--- src/rtl/vga_timing_gen.sv ---
// VGA raster generator (640x480@60 by default): pixel position, blanking, syncs, strobes, frame counter.
// Optional macro VGA_PIPE_ALIGN_EN delays hs/vs by one vga_clk to match sprite blocks that register colour.
module vga_timing_gen #(
  parameter int unsigned H_VISIBLE = 640,
  parameter int unsigned H_FRONT   = 16,
  parameter int unsigned H_SYNC    = 96,
  parameter int unsigned H_BACK    = 48,
  parameter int unsigned V_VISIBLE = 480,
  parameter int unsigned V_FRONT   = 10,
  parameter int unsigned V_SYNC    = 2,
  parameter int unsigned V_BACK    = 33
) (
  input  logic       vga_clk,
  input  logic       reset,
  output logic [9:0] DrawX,
  output logic [9:0] DrawY,
  output logic       blank,
  output logic       hs,
  output logic       vs,
  output logic       line_start,
  output logic       frame_start,
  output logic [7:0] frame_count
);

  // Totals must not exceed 1024 so the counters fit in 10 bits; window bounds use 11 bits
  // so an end bound equal to 1024 is still representable.
  localparam int unsigned H_TOTAL = H_VISIBLE + H_FRONT + H_SYNC + H_BACK;
  localparam int unsigned V_TOTAL = V_VISIBLE + V_FRONT + V_SYNC + V_BACK;

  localparam logic [9:0]  H_LAST   = 10'(H_TOTAL - 1);
  localparam logic [9:0]  V_LAST   = 10'(V_TOTAL - 1);
  localparam logic [10:0] H_VIS    = 11'(H_VISIBLE);
  localparam logic [10:0] V_VIS    = 11'(V_VISIBLE);
  localparam logic [10:0] HS_BEGIN = 11'(H_VISIBLE + H_FRONT);
  localparam logic [10:0] HS_END   = 11'(H_VISIBLE + H_FRONT + H_SYNC);
  localparam logic [10:0] VS_BEGIN = 11'(V_VISIBLE + V_FRONT);
  localparam logic [10:0] VS_END   = 11'(V_VISIBLE + V_FRONT + V_SYNC);

  logic [9:0]  hc, vc;
  logic [9:0]  hc_next, vc_next;
  logic [10:0] hc_wide, vc_wide;
  logic        frame_wrap;
  logic        hs_raw, vs_raw;

  always_comb begin
    hc_next    = hc + 10'd1;
    vc_next    = vc;
    frame_wrap = 1'b0;
    if (hc == H_LAST) begin
      hc_next = '0;
      if (vc == V_LAST) begin
        vc_next    = '0;
        frame_wrap = 1'b1;
      end else begin
        vc_next = vc + 10'd1;
      end
    end
  end

  assign hc_wide = {1'b0, hc_next};
  assign vc_wide = {1'b0, vc_next};

  // Outputs are decoded from the next position so they line up with the registered counters.
  always_ff @(posedge vga_clk) begin
    if (reset) begin
      hc          <= '0;
      vc          <= '0;
      blank       <= 1'b1;
      hs_raw      <= 1'b1;
      vs_raw      <= 1'b1;
      line_start  <= 1'b1;
      frame_start <= 1'b1;
      frame_count <= '0;
    end else begin
      hc          <= hc_next;
      vc          <= vc_next;
      blank       <= (hc_wide < H_VIS) && (vc_wide < V_VIS);
      hs_raw      <= !((hc_wide >= HS_BEGIN) && (hc_wide < HS_END));
      vs_raw      <= !((vc_wide >= VS_BEGIN) && (vc_wide < VS_END));
      line_start  <= (hc_next == 10'd0);
      frame_start <= (hc_next == 10'd0) && (vc_next == 10'd0);
      if (frame_wrap) begin
        frame_count <= frame_count + 8'd1;
      end
    end
  end

  assign DrawX = hc;
  assign DrawY = vc;

`ifdef VGA_PIPE_ALIGN_EN
  logic hs_dly, vs_dly;

  always_ff @(posedge vga_clk) begin
    if (reset) begin
      hs_dly <= 1'b1;
      vs_dly <= 1'b1;
    end else begin
      hs_dly <= hs_raw;
      vs_dly <= vs_raw;
    end
  end

  assign hs = hs_dly;
  assign vs = vs_dly;
`else
  assign hs = hs_raw;
  assign vs = vs_raw;
`endif

endmodule
--- config.mk ---
export PLATFORM = sky130hd
export DESIGN_NAME = vga_timing_gen
export DESIGN_NICKNAME = d
export VERILOG_FILES = /design/src/rtl/vga_timing_gen.sv
export SDC_FILE = /design/constraint.sdc
export NUM_CORES = 1
export LEC_CHECK = 0
export CAP_MARGIN = 15
export CELL_PAD_IN_SITES_DETAIL_PLACEMENT = 0
export CELL_PAD_IN_SITES_GLOBAL_PLACEMENT = 1
export CORE_ASPECT_RATIO = 0.7
export CORE_UTILIZATION = 37
export CTS_CLUSTER_DIAMETER = 120
export DETAILED_ROUTE_END_ITERATION = 10
export PLACE_DENSITY = 0.83
export SLEW_MARGIN = 40
export SYNTH_ARGS = -nofsm -noshare
export SYNTH_HDL_FRONTEND = slang
export SYNTH_SLANG_ARGS = --single-unit
--- constraint.sdc ---
create_clock -name vga_clk -period 3.1 [get_ports vga_clk]
set_clock_uncertainty 0.2 [all_clocks]
set_input_delay 0.93 -clock vga_clk [delete_from_list [all_inputs] [get_ports vga_clk]]
set_output_delay 0.93 -clock vga_clk [all_outputs]
set_load 0.01 [all_outputs]
==> out/metrics.cfg <==
[floorplanning]
ios=35
die_x_um=85.26
row_count=20
die_area_um2=5139
die_height_um=60.28
start_util_pct=39.86
core-area_um2=4504

[worst_setup_path]
crit_arrival_ns=2.71
crit_path_cell_chain=ha_1 > nand4_1 > or3_1 > nor2_2 > inv_1 > a211oi_2 > nand3b_1
worst_case_reg_to_reg_path_depth=7
reg_to_reg_end=vs
crit_family=simple AND/OR/NAND/NOR gates
reg2reg_from=DrawX[0]
critical-path-max-stage-delay_ns=0.66
reg2reg_setup_slack_ns=0.35
crit_path_top_delay_cell=sky130_fd_sc_hd__or3_1
crit_path_start_kind=flop
critPathBufInv=1
crit_path_max_fo=12
crit_required_ns=3.06
worst_setup_path_end_kind=flop
critical_path.startpoint=DrawX[0]
path_class=flop to flop

[sta]
setup-tns-final_ns=0
report.final.hold_viol_count=0
worst_max_slew_margin_expressed_relative_to_the_limit_pct=63.31
worst-slew-pin-transition_ns=0.5458
fmaxAchievable_mhz=364.2
setup_repair_after_global_routing_missed_its_margin=no
final-setup-viol-count=0
post_layout_min_period_ns=2.746
slew_violations=0
final_period_utilization_pct=88.58
final.setup.worst_slack_ns=0.3539

[global_routing]
global_route_wire_length_before_repair_um=7341
largest_net_degree_at_the_start_of_global_routing=18
grt-ovfl-total=0
groute.usage.overall_pct=18.60
grt_antenna_before_repair=0
grt_pass1_vias=1478

[placement]
dp.final_hpwl_um=3235
port_buffers=34
post-place-ws_ns=0.3658
numPlacedInstances=302
gpl.final_weighted_congestion=0.8133

[synthesis]
synth.top_cell.area_share_pct=36.79
top_area_cells_in_the_synthesized_netlist=sky130_fd_sc_hd__dfxtp_1 37%, sky130_fd_sc_hd__xnor2_1 6.3%, sky130_fd_sc_hd__nor2_1 5.6%, sky130_fd_sc_hd__xor2_1 4.9%, sky130_fd_sc_hd__nand3_1 4.5%
synth.most_common_cell=sky130_fd_sc_hd__dfxtp_1
synthFlopType=sky130_fd_sc_hd__dfxtp_1
synthesis.instances=223
synthesis.nets=229
netlist-cell-type-count=41
synth_enable_flop_cells=0
syn_area_um2=1795
seq_total_area_yosys_pct=36.79
ys_ff_latch=33
synth_common_cells=33 x sky130_fd_sc_hd__dfxtp_1, 27 x sky130_fd_sc_hd__nor2_1, 16 x sky130_fd_sc_hd__nand2_1, 16 x sky130_fd_sc_hd__nand3_1, 13 x sky130_fd_sc_hd__xnor2_1
synth_async_sr_flop_share_pct=0
synth_top_area_cell=sky130_fd_sc_hd__dfxtp_1
yosys_warnings=0
synth_area_per_cell_um2=8.051

[cts]
ctsHoldBuffers=0
cts-root-to-sink-buffers=2
cts.root.buffer_cell=sky130_fd_sc_hd__clkbuf_8
cts_repair_resize_count=0
clock_h_tree_levels=2
cts_num_sinks=33
cts-buffers-inserted=5
clock_transition_at_the_register_clock_pins_on_the_worst_setup_and_hold_paths_after_cts_ns=0.07
clock_latency_late_sink_ns=0.28
cts_post_setup_buffers_inserted=0
tritoncts=built

[detailed_routing]
route.detailed.vias_per_inst=5.429
routed_length_per_placed_instance_um=14.31
ant_nets=0
drt_pass_1_iters=4
drc_errors=0
dr.first_iter.drc_count=157
total_wire_length_um=4437
dr_total_vias=1683

[min_path]
min-delay-start=DrawX[0]
hold_path.class=flop to flop
whs_endpoint=DrawX[0]
hold_path_depth=1

[pwr]
power.density_cell_area_nw_per_um2=359.7
static-leakage-power_nw=0.7616
peakVddDrop_mv=0.2014

[cells_and_area]
antenna_cells=0
finish.net_count=260
fill_cells=442
finish.cell_count_without_fillers=310
area_growth_pct=26.90
layout-drive-gt1-share_pct=8.627

[job]
cap_viol_max_count=0

[status]
status=complete, no violations

registers in the layout, indices dropped and copies added (netlist names):
register,cells
DrawX,10
DrawY,10
frame_start,1
line_start,1
frame_count,8
vs,1
blank,1
hs,1
cell type report:
class | instances | area [um2] | area share [%]
Multi-Input combinational cell | 168 | 1044 | 45.80
Sequential cell | 33 | 660.6 | 29.00
Timing Repair Buffer | 39 | 377.9 | 16.58
Clock buffer | 7 | 96.34 | 4.228
Tap cell | 55 | 68.82 | 3.020
Inverter | 7 | 26.28 | 1.153
Clock inverter | 1 | 5.005 | 0.2197
metal layers:
layer,vias to the layer above,global-route usage [%],share of wire [%]
li1,851,-,-
met1,771,28.51,55
met2,59,25.00,38
met3,2,4.558,6.0
met4,0,5.714,0.23
met5,-,0,0
layout by cell type, fill, tap and decap left out, types with 10 or more instances in the layout:
cell	instances
sky130_fd_sc_hd__nand2_1	16
sky130_fd_sc_hd__a21oi_1	10
sky130_fd_sc_hd__nand3_1	16
sky130_fd_sc_hd__o21ai_0	11
sky130_fd_sc_hd__xor2_1	10
sky130_fd_sc_hd__dfxtp_1	33
sky130_fd_sc_hd__xnor2_1	13
sky130_fd_sc_hd__nor3_1	12
sky130_fd_sc_hd__clkdlybuf4s50_1	34
sky130_fd_sc_hd__nor2_1	27
logic make-up after synthesis:
logic type | Yosys count | share of synthesized area, %
flip-flops | 33 | 36.79
AO/OA/AOI/OAI | 32 | 11.22
AND/OR/NAND/NOR | 109 | 32.89
XOR/XNOR | 23 | 11.22
buffers and inverters | 22 | 5.087
adder cells (fa/ha/maj) | 4 | 2.788
where the power goes:
group          switching (mW)  internal (mW)
combinational          0.0144         0.0144
clock                   0.157          0.201
sequential            0.00486          0.429
metrics by stage:
step                      hold WS (ns)  utilization (%)  power (mW)  instance area [um2]
after floorplan                 0.3084                -      0.4561                 1795
after global placement          0.2933            48.33      0.4720                 2177
after detailed placement        0.3019            48.33      0.4718                 2177
after CTS                       0.3150            50.58      0.8308                 2278
after global routing            0.3498            50.58      0.8568                 2278
final                           0.3135            50.58      0.8195                 2278
worst max path at each step:
| stage | slack (ns) | cells past startpoint | endpoint |
|---|---|---|---|
| after global routing | 0.10 | 7 | vs |
| final | 0.35 | 7 | vs |
| after CTS | 0.35 | 7 | vs |
| after detailed placement | 0.37 | 7 | vs |
| after global placement | 0.43 | 7 | vs |
| after floorplan | 0.51 | 7 | vs |
Note: power is estimated with default switching activity, not from simulation.
